### config.mk
export PLATFORM = sky130hd
export DESIGN_NAME = seq_controller
export DESIGN_NICKNAME = d
export VERILOG_FILES = /design/src/rtl/cpu_pkg.sv /design/src/rtl/phase_sequencer.sv /design/src/rtl/seq_controller.sv
export SDC_FILE = /design/constraint.sdc
export NUM_CORES = 1
export LEC_CHECK = 0
export BUFFER_PORTS_ARGS = -buffer_cell sky130_fd_sc_hd__buf_2
export CAP_MARGIN = 25
export CELL_PAD_IN_SITES_DETAIL_PLACEMENT = 0
export CELL_PAD_IN_SITES_GLOBAL_PLACEMENT = 2
export CORE_MARGIN = 10
export CORE_UTILIZATION = 27
export CTS_CLUSTER_DIAMETER = 80
export DETAILED_ROUTE_END_ITERATION = 16
export PLACE_DENSITY_LB_ADDON = 0.05
export RECOVER_POWER = 50
export SLEW_MARGIN = 30
export SYNTH_ARGS = -nofsm -noshare
export SYNTH_HDL_FRONTEND = slang
export SYNTH_SLANG_ARGS = --single-unit
### constraint.sdc
create_clock -name clk -period 2.11 [get_ports clk]
set_input_delay 0.3165 -clock clk [delete_from_list [all_inputs] [get_ports clk]]
set_output_delay 0.3165 -clock clk [all_outputs]
set_load 0.05 [all_outputs]
### src/rtl/cpu_pkg.sv
// Shared constants for the CPU control unit.
//  - Opcode encodings (3-bit base; wider opcode fields zero-extend these).
//  - Phase constants for the 8-phase instruction cycle.
package cpu_pkg;

  localparam int PHASE_W = 3;

  localparam logic [2:0] OP_HLT = 3'd0;
  localparam logic [2:0] OP_SKZ = 3'd1;
  localparam logic [2:0] OP_ADD = 3'd2;
  localparam logic [2:0] OP_AND = 3'd3;
  localparam logic [2:0] OP_XOR = 3'd4;
  localparam logic [2:0] OP_LDA = 3'd5;
  localparam logic [2:0] OP_STO = 3'd6;
  localparam logic [2:0] OP_JMP = 3'd7;

  localparam logic [PHASE_W-1:0] PH_FETCH0 = 3'd0;
  localparam logic [PHASE_W-1:0] PH_FETCH1 = 3'd1;
  localparam logic [PHASE_W-1:0] PH_FETCH2 = 3'd2;
  localparam logic [PHASE_W-1:0] PH_FETCH3 = 3'd3;
  localparam logic [PHASE_W-1:0] PH_EXEC4  = 3'd4;
  localparam logic [PHASE_W-1:0] PH_EXEC5  = 3'd5;
  localparam logic [PHASE_W-1:0] PH_EXEC6  = 3'd6;
  localparam logic [PHASE_W-1:0] PH_EXEC7  = 3'd7;

endpackage

### src/rtl/phase_sequencer.sv
// Phase counter plus run-control state for the CPU control unit.
// Ports:
//  clk, rst     clock, async active-high reset
//  en           run enable
//  step_mode    stop at phase 0 until step
//  step         release one instruction in step_mode
//  resume       clears halted
//  mem_req      current phase issues a memory access (rd or wr)
//  mem_ready    memory completes access this cycle
//  hlt_req      HLT decoded in phase 4; halts on the advancing edge
//  phase        current phase 0..7 (the sequencer's observable state)
//  halted, err  latched halt flag, sticky memory-timeout flag
module phase_sequencer
  import cpu_pkg::*;
#(
  parameter int WAIT_W  = 4,
  parameter int TIMEOUT = 10
) (
  input  logic               clk,
  input  logic               rst,
  input  logic               en,
  input  logic               step_mode,
  input  logic               step,
  input  logic               resume,
  input  logic               mem_req,
  input  logic               mem_ready,
  input  logic               hlt_req,
  output logic [PHASE_W-1:0] phase,
  output logic               halted,
  output logic               err
);

  localparam logic [WAIT_W-1:0] WAIT_LAST = WAIT_W'(TIMEOUT - 1);

  logic [PHASE_W-1:0] phase_q, phase_d;
  logic [WAIT_W-1:0]  wait_q, wait_d;
  logic               halted_q, halted_d;
  logic               err_q, err_d;
  logic               stall, hold, advance;

  always_comb begin
    // mem_req is already masked while halted, so a halt never looks like a stall.
    stall    = mem_req & ~mem_ready;
    hold     = step_mode & (phase_q == PH_FETCH0) & ~step;
    advance  = en & ~halted_q & ~stall & ~hold;

    phase_d  = phase_q;
    wait_d   = wait_q;
    halted_d = halted_q;
    err_d    = err_q;

    if (halted_q) begin
      wait_d = '0;
      if (resume) halted_d = 1'b0;
    end else if (stall) begin
      wait_d = wait_q + 1'b1;
      if (wait_q == WAIT_LAST) begin
        err_d    = 1'b1;
        halted_d = 1'b1;
      end
    end else begin
      wait_d = '0;
      if (advance) begin
        // 3-bit counter wraps 7 -> 0 on its own.
        phase_d = phase_q + 1'b1;
        if (hlt_req) halted_d = 1'b1;
      end
    end
  end

  always_ff @(posedge clk or posedge rst) begin
    if (rst) begin
      phase_q  <= PH_FETCH0;
      wait_q   <= '0;
      halted_q <= 1'b0;
      err_q    <= 1'b0;
    end else begin
      phase_q  <= phase_d;
      wait_q   <= wait_d;
      halted_q <= halted_d;
      err_q    <= err_d;
    end
  end

  assign phase  = phase_q;
  assign halted = halted_q;
  assign err    = err_q;

endmodule

### src/rtl/seq_controller.sv
// Self-sequencing CPU control unit: decodes opcode and phase into datapath
// strobes, with memory wait states, timeout, halt/resume and single-step.
// Ports:
//  clk, rst            clock, async active-high reset
//  en, step_mode, step, resume   run control
//  opcode, zero        instruction register opcode, ALU zero flag
//  mem_ready           memory access completes this cycle
//  phase               current phase 0..7
//  sel rd ld_ir halt inc_pc ld_ac wr ld_pc data_e   control strobes
//  err                 sticky memory-timeout error
module seq_controller
  import cpu_pkg::*;
#(
  parameter int OPC_W   = 3,
  parameter int WAIT_W  = 4,
  parameter int TIMEOUT = 10
) (
  input  logic             clk,
  input  logic             rst,
  input  logic             en,
  input  logic             step_mode,
  input  logic             step,
  input  logic             resume,
  input  logic [OPC_W-1:0] opcode,
  input  logic             zero,
  input  logic             mem_ready,
  output logic [2:0]       phase,
  output logic             sel,
  output logic             rd,
  output logic             ld_ir,
  output logic             halt,
  output logic             inc_pc,
  output logic             ld_ac,
  output logic             wr,
  output logic             ld_pc,
  output logic             data_e,
  output logic             err
);

  logic       halted, err_flag;
  logic       op_known;
  logic [2:0] op;
  logic       is_hlt, is_skz, is_alu, is_sto, is_jmp;
  logic       sel_r, rd_r, ld_ir_r, halt_r, inc_pc_r, ld_ac_r, wr_r, ld_pc_r, data_e_r;

  phase_sequencer #(
    .WAIT_W (WAIT_W),
    .TIMEOUT(TIMEOUT)
  ) u_seq (
    .clk      (clk),
    .rst      (rst),
    .en       (en),
    .step_mode(step_mode),
    .step     (step),
    .resume   (resume),
    .mem_req  (rd | wr),
    .mem_ready(mem_ready),
    .hlt_req  (halt_r),
    .phase    (phase),
    .halted   (halted),
    .err      (err_flag)
  );

  // Opcodes above 7 behave as NOP: none of the class flags fire.
  always_comb begin
    op_known = ((opcode >> 3) == '0);
    op       = opcode[2:0];
    is_hlt   = op_known & (op == OP_HLT);
    is_skz   = op_known & (op == OP_SKZ);
    is_alu   = op_known & ((op == OP_ADD) | (op == OP_AND) | (op == OP_XOR) | (op == OP_LDA));
    is_sto   = op_known & (op == OP_STO);
    is_jmp   = op_known & (op == OP_JMP);
  end

  always_comb begin
    sel_r    = 1'b0;
    rd_r     = 1'b0;
    ld_ir_r  = 1'b0;
    halt_r   = 1'b0;
    inc_pc_r = 1'b0;
    ld_ac_r  = 1'b0;
    wr_r     = 1'b0;
    ld_pc_r  = 1'b0;
    data_e_r = 1'b0;
    case (phase)
      PH_FETCH0: sel_r = 1'b1;
      PH_FETCH1: begin
        sel_r = 1'b1;
        rd_r  = 1'b1;
      end
      PH_FETCH2, PH_FETCH3: begin
        sel_r   = 1'b1;
        rd_r    = 1'b1;
        ld_ir_r = 1'b1;
      end
      PH_EXEC4: begin
        inc_pc_r = 1'b1;
        halt_r   = is_hlt;
      end
      PH_EXEC5: rd_r = is_alu;
      PH_EXEC6: begin
        rd_r     = is_alu;
        data_e_r = is_sto;
        ld_pc_r  = is_jmp;
        inc_pc_r = is_skz & zero;
      end
      PH_EXEC7: begin
        rd_r     = is_alu;
        ld_ac_r  = is_alu;
        data_e_r = is_sto;
        wr_r     = is_sto;
        ld_pc_r  = is_jmp;
      end
      default: ;
    endcase
  end

  // Reset forces every strobe low immediately (phase 0 would otherwise show sel);
  // a halted core only asserts halt.
  always_comb begin
    sel    = 1'b0;
    rd     = 1'b0;
    ld_ir  = 1'b0;
    halt   = 1'b0;
    inc_pc = 1'b0;
    ld_ac  = 1'b0;
    wr     = 1'b0;
    ld_pc  = 1'b0;
    data_e = 1'b0;
    err    = 1'b0;
    if (!rst) begin
      err = err_flag;
      if (halted) begin
        halt = 1'b1;
      end else begin
        sel    = sel_r;
        rd     = rd_r;
        ld_ir  = ld_ir_r;
        halt   = halt_r;
        inc_pc = inc_pc_r;
        ld_ac  = ld_ac_r;
        wr     = wr_r;
        ld_pc  = ld_pc_r;
        data_e = data_e_r;
      end
    end
  end

endmodule
Word-level counts from Yosys, hierarchy flattened:

Cells that the tools add are included.

* flip-flop bits (word level): 9
* output and inout bits: 13
* logic and storage cells: 82

* add/subtract/negate cells: 2
* equality and inequality tests: 15
* muxes and demuxes: 36
* bitwise operators: 16
* reductions and logical operators: 9

Operators with widths (count)
* two-way mux 1 bit: 32
* equality test 3 bit (second input constant): 8
* equality test 3 x 2 -> 1 bit (second input constant): 4
* two-way mux 4 bit: 2
* bitwise AND 1 bit: 7
* equality test 3 x 1 -> 1 bit (second input constant): 2
* logical NOT 3 bit: 2
* AND reduction 3 bit: 2
* OR reduction 3 bit: 2
* inverter 1 bit: 5
* adder 4 x 1 -> 4 bit (second input constant): 1
* equality test 4 bit (second input constant): 1
* OR 1 bit: 4
* case mux 1 bit (2 select lines): 2
* OR reduction 2 bit: 2
* OR reduction 4 bit: 1
* adder 3 x 1 -> 3 bit (second input constant): 1

Depth between registers and ports, before layout:

Gate-level depths: netlist of run 1.

* word-level depth: 15
* gate-level depth with buffers: 6
* depth with buffers taken out: 6

Modules after synthesis:

Synthesis of run 1 repeated with hierarchy kept, for this count alone.

* cells, all modules: 59
* area, all modules: 631.9 um2

By module, submodules not included
* phase_sequencer: instances 1, cells each 38, area each 473.0 um2, seq. area each 225.2 um2
* seq_controller: instances 1, cells each 21, area each 158.9 um2, seq. area each 0.0 um2

Least setup slack after synthesis of run 1:

OpenSTA, ideal clock, no wires.

* kind: register to output
* start: reg u_seq.phase_q[1], in the netlist u_seq.phase[1]
* end: out rd
* arrival: 2.313 ns
* required time: 1.794 ns
* slack: -0.519 ns
* cell stages (with the launch flop): 5
* buffers on the path: 0
* cell sequence: dfrtp_1 > ha_1 > ha_1 > a311oi_2 > nor3_1

* longest elaborated chain between the ends: 5
* elaborated cells between the ends (all ways): 11
* those cells by class: eq/ne (6); mux (3); reduce/logical (2)

Ends and longest elaborated chain
* from (decl): RTL line phase_sequencer.sv:35 `logic [PHASE_W-1:0] phase_q, phase_d;`
* from (signal assigned): RTL line phase_sequencer.sv:78 `phase_q <= phase_d;`
* equality test 3 bit (tied with other cells): RTL line seq_controller.sv:85 `case (phase)`
* OR reduction 3 bit (no line)
* case mux 1 bit (2 select lines) *: RTL line seq_controller.sv:85
* two-way mux 1 bit *: RTL line seq_controller.sv:133 `if (halted) begin`
* two-way mux 1 bit *: RTL line seq_controller.sv:131 `if (!rst) begin`
* to (decl): RTL line seq_controller.sv:29 `output logic rd,`

Every way passes the cells marked *; elsewhere a longest branch is shown, timed or not.

Final worst setup path of run 1:

Ends and elaborated chain as after synthesis.

==> run_results.csv, run 1 <==
group,metric,value,unit
run_status,status,"finished clean",
cts,cts.sinks,9,
floorplan,fp.dieW,69.56,um
global_routing,grt_antenna_before_repair,0,
worst_setup_path,cp_max_fo,8,
sta,skew,0.006867,ns
global_routing,grt_pass1_wl,2.849,mm
synth,syn_avg_cell_area,9.473,um^2
synth,synth_top_family_by_area,"simple AND/OR/NAND/NOR gates",
layout,final_cells,130,
pwr,power_leakage,0.0004637,uW
synth,synth_nets,89,
worst_setup_path,start_kind,"flip-flop",
drt,drcViolationCount,0,
cts,clk_latency,0.26,ns
drt,drt-total-wl,1.772,mm
synth,synth_xor_area_share,5.283,%
sta,finalSetupViolations,0,
floorplan,dieArea,0.004839,mm^2
drt,via_per_inst,4.615,
pwr,p_per_area,1389,mW/mm^2
synth,synth_compound_area_share,13.96,%
layout,num_antenna_cells,0,
global_routing,grt_use_total,7.098,%
cts,ctsHoldBuffers,0,
sta,period_share,98.22,%
sta,tightest_slew,0.5979,ns
synth,synth_fa_ha_area_share,15.09,%
sta,setup_ws,0.03749,ns
synth,syn_inst,70,
drt,num_vias,600,
drt,drtIter0Drc,12,
synth,synth-seq-area-share,33.96,%
worst_setup_path,crit_path_end_kind,"primary output",
place,hpwlAfterDp,1.429,mm
floorplan,rows,17,
layout,final_area,932.1,um^2
place,pre_cts_ws,0.1317,ns
worst_setup_path,path_class,"flip-flop to primary output",
layout,layout_commonest_cell,"buf_2",
layout,nNetsFinal,122,
synth,synth_cell_types,30,
sta,max_freq,482.5,MHz
pwr,ir_drop,0.6793,mV
sta,whs,0.05749,ns
synth,ys_ff_latch,9,
place,dp_cells,122,
drt,wl_per_cell,13.63,um
layout,syn2layout_area_growth,40.57,%
floorplan,io_pins,24,
layout,layout_common_cells,"19 x buf_2, 8 x nor2_1, 7 x inv_1, 7 x dfrtp_1",
place,finalWeightedCongestion,0.6951,
layout,drive_gt1_share,46.08,%
place,port_buffers,23,
floorplan,die_h,69.56,um
place,placed_cell_area,830.8,um^2
hold_path,hold_class,"primary input to async pin",
global_routing,grt_max_degree,10,
layout,fin_util,40.96,%
job,cap_violations,0,
synth,syn_area,663.1,um^2
worst_setup_path,arrival,1.76,ns
drt,ant_nets,0,
cts,cts-buffers-inserted,3,
synth,synth_warnings,0,
synth,synth.area.mux_share,3.774,%
floorplan,start_util,29.14,%
sta,hold_viol,0,
synth,synth-simple-area-share,23.40,%
global_routing,grt_pass1_vias,611,
sta,finalCriticalPeriod,2.073,ns
cts,root_buffer,"clkbuf_4",
cts,clk_pin_slew_worst_paths,0.06,ns
cts,clockBufferDepth,2,
global_routing,grt.overflow.total,0,
cts,cts_tree,"done",
sta,rsz0062_at_grt,"true",
sta,maxSlewHeadroom,60.31,%
worst_setup_path,worst_ep_required_time,1.79,ns
layout,fill_cells,228,
cts,htreeDepth,1,
floorplan,core,0.002276,mm^2
drt,drt-pass1-iter-count,3,
sta,drv_slew,0,
==> flip-flops by register name (all words and copies together), names as in the netlist <==
register / flops
u_seq.wait_q: 4
u_seq.phase: 3
u_seq.err: 1
u_seq.halted: 1
==> cell families (layout without fill, tap and decap cells) <==
kind of cell / after synthesis / count (layout)
AO/OA/AOI/OAI: 10 / 10
XOR/XNOR: 4 / 4
adder cells (fa/ha/maj): 8 / 8
buffers and inverters: 8 / 40
flip-flops: 9 / 9
multiplexers: 2 / 2
AND/OR/NAND/NOR: 29 / 29
==> final timing paths <==
kind	depth (start not counted)	endpoint	startpoint	slack [ns]
worst max-delay path	6	rd	u_seq.phase[1]	0.04
worst min-delay path	2	u_seq.halted	rst	0.06
worst max register to register	6	u_seq.phase[1]	u_seq.phase[0]	0.17
worst min register to register	2	u_seq.err	u_seq.err	0.44
max in group asynchronous	2	u_seq.phase[1]	rst	1.78
min in group clk	2	u_seq.halted	resume	0.29
==> report_power, final <==
group	internal [uW]	total [uW]	switching, uW	leakage (uW)
logic	362	879	517	0.000338
registers	217	282	65.4	0.000111
clock network	72.9	134	60.7	0.0000150
==> cells in the mapped netlist, drive strengths merged <==
cell / instances / area, um^2
o211ai: 1 / 7.510
dfrtp: 9 / 225.2
xor2: 2 / 17.52
xnor2: 2 / 17.52
and4bb: 1 / 12.51
a21oi: 2 / 13.76
nor2: 8 / 30.03
o21ba: 1 / 10.01
and4b: 1 / 10.01
ha: 8 / 100.1
inv: 8 / 30.03
nand4: 1 / 6.260
a41oi: 1 / 8.760
a311oi: 1 / 15.01
o221ai: 1 / 8.760
a311o: 1 / 11.26
nand2: 3 / 11.26
o31a: 1 / 8.760
and3: 2 / 13.77
nand3: 2 / 10.01
mux2: 1 / 15.01
nor3: 7 / 35.03
nand2b: 1 / 6.260
mux2i: 1 / 10.01
and2b: 1 / 7.510
and2: 1 / 6.260
o21ai: 1 / 8.760
or2: 1 / 6.260
==> layout make-up <==
| type | count | area (um^2) | area share, % |
|---|---|---|---|
| Clock buffer | 4 | 26.28 | 2.819 |
| Inverter | 8 | 30.03 | 3.221 |
| Multi-Input combinational cell | 53 | 446.7 | 47.92 |
| Sequential cell | 9 | 227.7 | 24.43 |
| Tap cell | 28 | 35.03 | 3.758 |
| Timing Repair Buffer | 28 | 166.4 | 17.85 |
==> per-layer routing <==
layer	part of all wire, %	track usage [%]
met2	43	10.58
met5	0	0
met3	5.9	3.994
met1	51	8.909
met4	0	0.6652
==> through the flow <==
| stage | total power [uW] | setup TNS [ns] |
|---|---|---|
| 6_report | 1295 | 0 |
| 5_1_grt | 1393 | -0.05168 |
| 4_1_cts | 1182 | 0 |
| 3_5_place_dp | 1015 | 0 |
| 3_3_place_gp | 1016 | 0 |
| 2_1_floorplan | 830.7 | -0.5005 |
==> what timing repair did <==
action,CTS,global route
setup buffers,1,3
pin swaps,1,3
endpoints found under the setup margin,2,3
gates resized for setup,2,13
==> critical path, cell delays in order, from the launching register on <==
cell      delay (ns)
dfrtp_2         0.44
inv_2           0.07
ha_4            0.15
or2_4           0.26
a311oi_4        0.33
nor3_2          0.09
buf_6           0.16
(Power assumes the default switching activity.)
==> inputs of run 2 (changes only) <==
--- a/config.mk
+++ b/config.mk
@@ -13,7 +13,7 @@
 export CORE_UTILIZATION = 27
 export CTS_CLUSTER_DIAMETER = 80
 export DETAILED_ROUTE_END_ITERATION = 16
-export PLACE_DENSITY_LB_ADDON = 0.05
+export PLACE_DENSITY = 0.79
 export RECOVER_POWER = 50
 export SLEW_MARGIN = 30
 export SYNTH_ARGS = -nofsm -noshare
==> run 2 against run 1 <==
Clock skew is 0.0016 ns lower; worst hold slack improved by 0.046 ns; sequential share of layout area up 0.17 points; routed wire length fell by 5.0%; cell count unchanged; global-route usage about the same; flip-flop and latch count unchanged; clock-buffer cell count unchanged; critical endpoint unchanged; largest cell class unchanged; highest routed layer is now met4.
==> run_results.csv, run 2 (synthesized netlist as in run 1, its figures left out) <==
group,metric,value,unit
worst_setup_path,path_cells,"ha_2, or2_4, a311oi_4, nor3_2, buf_6",
sta,hold_viol,0,
sta,setup_ws,0.05647,ns
sta,finalSetupViolations,0,
drt,via_per_inst,4.685,
global_routing,grt_use_total,7.096,%
pwr,pwr-share-comb,69.2,%
pwr,netSwitchingFraction,49.01,%
cts,cts-buffers-inserted,3,
drt,drt-total-wl,1.684,mm
sta,finalCriticalPeriod,2.054,ns
cts,htreeDepth,1,
drt,num_vias,609,
cts,ctsHoldBuffers,0,
pwr,switching_power,621.0,uW
floorplan,start_util,29.14,%
layout,drive_gt1_share,46.08,%
global_routing,grt_max_degree,10,
cts,clk_pin_slew_worst_paths,0.06,ns
worst_setup_path,reg2reg_depth,6,
sta,whs,0.1039,ns
sta,drv_slew,0,
floorplan,dieArea,0.004839,mm^2
pwr,clockPowerShare,10.2,%
job,cap_violations,0,
global_routing,grt.overflow.total,0,
floorplan,io_pins,24,
worst_setup_path,cpPeakStageDelay,0.43,ns
layout,nNetsFinal,122,
drt,wl_per_cell,12.95,um
run_status,status,"finished clean",
pwr,pwr-share-seq,20.7,%
worst_setup_path,arrival,1.74,ns
global_routing,grt_pass1_vias,596,
global_routing,grt_antenna_before_repair,0,
worst_setup_path,slowest_stage,"dfrtp_2",
sta,period_share,97.32,%
layout,layout_commonest_cell,"buf_2",
cts,root_buffer,"clkbuf_4",
place,pre_cts_ws,0.1343,ns
layout,num_antenna_cells,0,
pwr,ir_drop,0.8421,mV
place,finalWeightedCongestion,0.7359,
layout,syn2layout_area_growth,39.62,%
hold_path,hold_class,"primary input to async pin",
layout,top_register,"u_seq.wait_q",
sta,skew,0.005224,ns
pwr,internal_power,646.0,uW
floorplan,rows,17,
worst_setup_path,worst_ep_required_time,1.79,ns
layout,final_cells,130,
sta,tns,0,ns
global_routing,grt_pass1_wl,2.829,mm
cts,cts_tree,"done",
layout,layout_common_cells,"19 x buf_2, 8 x nor2_1, 7 x inv_1, 7 x dfrtp_1",
layout,fin_util,40.68,%
floorplan,die_h,69.56,um
floorplan,fp.dieW,69.56,um
worst_setup_path,start_kind,"flip-flop",
layout,largest_reg_flops,4,
worst_setup_path,crit_path_end_kind,"primary output",
sta,rsz0062_at_grt,"true",
cts,cts.sinks,9,
worst_setup_path,cp_max_fo,5,
place,port_buffers,23,
sta,maxSlewHeadroom,72.41,%
pwr,power_leakage,0.0004612,uW
pwr,p_per_area,1368,mW/mm^2
place,dp_cells,122,
drt,ant_nets,0,
floorplan,core,0.002276,mm^2
sta,tightest_slew,0.4107,ns
place,hpwlAfterDp,1.370,mm
sta,max_freq,487.0,MHz
drt,drt-pass1-iter-count,4,
worst_setup_path,path_class,"flip-flop to primary output",
cts,clk_latency,0.26,ns
drt,drtIter0Drc,21,
drt,drcViolationCount,0,
cts,clockBufferDepth,2,
-- run 2: layout make-up --
type | count | area, um^2
clock buffer | 4 | 26.28
fill | 231 | 1350
inverter | 8 | 30.03
multi-input combinational | 53 | 444.2
sequential | 9 | 227.7
tap | 28 | 35.03
timing repair buffer | 28 | 162.7
-- run 2: final timing paths --
kind                                 from             end  slack [ns]
max                        u_seq.phase[0]              rd        0.06
min                                   rst       u_seq.err        0.10
max reg2reg                u_seq.phase[0]  u_seq.phase[1]        0.15
min reg2reg                     u_seq.err       u_seq.err        0.44
max in group asynchronous             rst  u_seq.phase[1]        1.72
min in group clk                   resume    u_seq.halted        0.29
-- run 2: per-stage QoR --
step,area (um^2),power (uW)
2_1_floorplan,673.1,830.7
3_3_place_gp,830.8,1006
3_5_place_dp,830.8,1008
4_1_cts,862.1,1150
5_1_grt,925.9,1366
6_report,925.9,1267
-- run 2: routing by layer --
layer	vias to the layer above	track usage, %	wire [um]	share of wire (%)
met3	4	2.425	40	2.4
met1	277	7.939	830	49
met2	15	11.69	779	46
li1	313	-	-	-
met5	-	0	0	0
met4	0	3.326	34	2.0
-- run 2: power by group through the flow --
stage	Combinational, uW	Sequential, uW	Clock [uW]
global route	950	271	145
floorplan	454	377	0
global placement	739	267	0
detailed placement	737	271	0
CTS	746	268	136
finish	876	262	129
-- run 2: timing repair --
item	in CTS	in global routing
gates resized for setup	2	10
buffers inserted	0	4
pin swaps	1	3
setup endpoints to repair	2	4
-- run 2: critical path: cells and delay by family, from the launching register on --
kind / cells / cell delay (ns)
flip-flops: 1 / 0.43
AND/OR/NAND/NOR: 2 / 0.35
AO/OA/AOI/OAI: 1 / 0.34
adder cells (fa/ha/maj): 1 / 0.21
buffers and inverters: 1 / 0.16
==> inputs of run 3 (changes only) <==
--- a/config.mk
+++ b/config.mk
@@ -5,16 +5,19 @@
 export SDC_FILE = /design/constraint.sdc
 export NUM_CORES = 1
 export LEC_CHECK = 0
+export ABC_AREA = 1
 export BUFFER_PORTS_ARGS = -buffer_cell sky130_fd_sc_hd__buf_2
 export CAP_MARGIN = 25
 export CELL_PAD_IN_SITES_DETAIL_PLACEMENT = 0
 export CELL_PAD_IN_SITES_GLOBAL_PLACEMENT = 2
+export CORE_ASPECT_RATIO = 0.5
 export CORE_MARGIN = 10
 export CORE_UTILIZATION = 27
 export CTS_CLUSTER_DIAMETER = 80
 export DETAILED_ROUTE_END_ITERATION = 16
-export PLACE_DENSITY = 0.79
+export PLACE_DENSITY = 0.81
 export RECOVER_POWER = 50
+export REMOVE_ABC_BUFFERS = 1
 export SLEW_MARGIN = 30
 export SYNTH_ARGS = -nofsm -noshare
 export SYNTH_HDL_FRONTEND = slang
==> run 3 against run 2 <==
Critical path depth rose by 1; flip-flop and latch count did not move; utilization fell by 5.0 points; non-clock buffer count fell by 4; maximum frequency rose by 3.0%; clock skew fell by 0.0013 ns; largest power group unchanged; largest cell class unchanged; highest routed layer unchanged; global-route usage rose by 0.12 points; synthesized cell count rose by 33%; power fell by 11%; worst hold slack improved by 0.14 ns; combinational power fell by 26%.
==> run_results.csv, run 3 <==
group,metric,value,unit
run_status,status,"finished clean",
layout,top_register,"u_seq.wait_q",
place,placed_cell_area,889.6,um^2
drt,drt-total-wl,1.759,mm
synth,async_reset_ff_share,100.0,%
synth,synth_xor_area_share,2.393,%
floorplan,start_util,28.30,%
hold_path,hold_class,"primary input to async pin",
layout,drive_gt1_share,33.33,%
cts,root_buffer,"clkbuf_8",
worst_setup_path,reg2reg_depth,10,
cts,htreeDepth,1,
pwr,ir_drop,0.3950,mV
cts,clk_pin_slew_worst_paths,0.05,ns
layout,final_cells,157,
synth,synth_warnings,0,
global_routing,grt.overflow.total,0,
layout,fin_util,35.66,%
synth,synth-simple-area-share,38.46,%
cts,cts-buffers-inserted,3,
sta,skew,0.003874,ns
synth,ys.flop_type,"dfrtp_1",
job,cap_violations,0,
sta,max_freq,501.8,MHz
synth,synth_edf_count,0,
synth,synth_top_family_by_area,"simple AND/OR/NAND/NOR gates",
cts,cts.sinks,9,
pwr,switching_power,600.9,uW
worst_setup_path,r2r_end,"u_seq.phase[2]",
sta,rsz0062_at_grt,"false",
place,port_buffers,23,
sta,tightest_slew,0.5977,ns
synth,synth_fa_ha_area_share,13.68,%
pwr,pwr-share-comb,57.5,%
synth,syn_inst,93,
floorplan,die_h,56.82,um
layout,layout_commonest_cell,"nand2_1",
worst_setup_path,path_class,"flip-flop to primary output",
floorplan,core,0.002586,mm^2
global_routing,grt_antenna_before_repair,0,
cts,post_cts_buffers,0,
worst_setup_path,worst_ep_required_time,1.79,ns
pwr,clockPowerShare,17.9,%
synth,yosysTopAreaCellShare,30.77,%
pwr,internal_power,522.6,uW
worst_setup_path,crit_path_end_kind,"primary output",
cts,clk_latency,0.23,ns
drt,via_per_inst,4.070,
place,finalWeightedCongestion,0.7312,
floorplan,rows,13,
floorplan,fp.dieW,93.64,um
synth,syn_area,732.0,um^2
synth,syn_avg_cell_area,7.870,um^2
pwr,power_leakage,0.0005031,uW
synth,synth.area.mux_share,0,%
worst_setup_path,start_kind,"flip-flop",
sta,finalSetupViolations,0,
worst_setup_path,cp_max_fo,5,
sta,maxSlewHeadroom,60.32,%
drt,drtIter0Drc,24,
layout,largest_reg_flops,4,
worst_setup_path,arrival,1.68,ns
synth,synth_top_area_cell,"dfrtp_1",
cts,ctsHoldBuffers,0,
sta,period_share,94.45,%
layout,final_area,922.1,um^2
sta,finalCriticalPeriod,1.993,ns
pwr,p_per_area,1218,mW/mm^2
cts,clockBufferDepth,2,
global_routing,grt_pass1_vias,683,
synth,ys_ff_latch,9,
place,hpwlAfterDp,1.490,mm
layout,num_antenna_cells,0,
synth,synth.most_common_cell,"nand2_1",
pwr,netSwitchingFraction,53.49,%
layout,syn2layout_area_growth,25.98,%
layout,nNetsFinal,140,
drt,drt-pass1-iter-count,2,
global_routing,grt_use_total,7.216,%
drt,drcViolationCount,0,
drt,num_vias,639,
global_routing,grt_pass1_wl,3.167,mm
worst_setup_path,worstReg2RegStart,"u_seq.phase[2]",
synth,synth.area.top_cells,"dfrtp_1 31%, ha_1 14%, nand2_1 9.2%",
drt,wl_per_cell,11.20,um
place,dp_cells,153,
drt,ant_nets,0,
synth,synth_compound_area_share,4.615,%
floorplan,io_pins,24,
synth,synth_cell_types,24,
floorplan,dieArea,0.005320,mm^2
synth,synth_top_cells_by_count,"18 x nand2_1, 12 x inv_1, 9 x dfrtp_1, 9 x nand3_1, 8 x ha_1",
sta,drv_slew,0,
worst_setup_path,reg2reg_slack,0.31,ns
sta,hold_viol,0,
synth,synth-seq-area-share,30.77,%
global_routing,grt_max_degree,11,
layout,layout_common_cells,"19 x nand2_1, 18 x buf_2, 12 x inv_1, 9 x nand3_1, 8 x dfrtp_1",
cts,cts_tree,"done",
pwr,pwr-share-seq,24.6,%
-- run 3: cells by family (layout without fill, tap and decap cells) --
kind of cell    Yosys count  after routing
compound gates            4              4
xor+xnor                  2              2
fa+ha+maj                 8              8
buf+inv                  17             44
flops                     9              9
simple gates             53             53
-- run 3: per-layer routing --
layer	up-vias	track usage, %	routed length [um]
met1	280	9.218	913
met3	2	1.854	54
met4	0	2.581	6
li1	350	-	-
met2	7	11.34	784
met5	-	0	0
-- run 3: per-stage QoR --
| stage | hold WS, ns | TNS, ns | power, uW | setup WS, ns |
|---|---|---|---|---|
| 6_report | 0.2431 | 0 | 1124 | 0.1171 |
| 2_1_floorplan | 0.1527 | -1.306 | 796.6 | -0.4434 |
| 3_5_place_dp | 0.3597 | 0 | 952.0 | 0.2232 |
| 3_3_place_gp | 0.3633 | 0 | 960.1 | 0.2955 |
| 5_1_grt | 0.3422 | 0 | 1226 | 0.0002931 |
| 4_1_cts | 0.1060 | 0 | 1162 | 0.03248 |
-- run 3: worst max-delay path, cell delays in order, from the launching register on --
cell and delay [ns]:
dfrtp_1 0.42, inv_1 0.14, ha_2 0.22, nand2_1 0.08, nor3_2 0.25, o21a_1 0.14
buf_4 0.19
-- run 3: how the worst max path moves through the flow --
stage / startpoint / end / slack (ns)
3_5_place_dp: u_seq.phase[1] / halt / 0.22
5_1_grt: u_seq.phase[1] / rd / 0.0003
4_1_cts: u_seq.phase[1] / halt / 0.03
6_report: u_seq.phase[0] / halt / 0.12
2_1_floorplan: u_seq.phase[1] / ld_ac / -0.44
3_3_place_gp: u_seq.phase[0] / halt / 0.30
-- run 3: cell type report --
type	instances	area, um^2
Multi-Input combinational cell	67	424.2
Clock buffer	3	41.29
Clock inverter	1	5.005
Fill cell	271	1664
Timing Repair Buffer	24	116.4
Inverter	16	62.56
Sequential cell	9	226.5
Tap cell	37	46.29
-- run 3: repair_timing --
action | CTS | global route
pin swaps | 0 | 1
setup endpoints to repair | 1 | 2
gates resized for setup | 1 | 4
-- run 3: power groups by stage --
stage,logic (uW),registers [uW],clock network (uW)
after floorplan,439,358,0
after global placement,684,277,0
after detailed placement,675,277,0
after CTS,679,274,209
after global routing,722,284,220
final,646,277,201
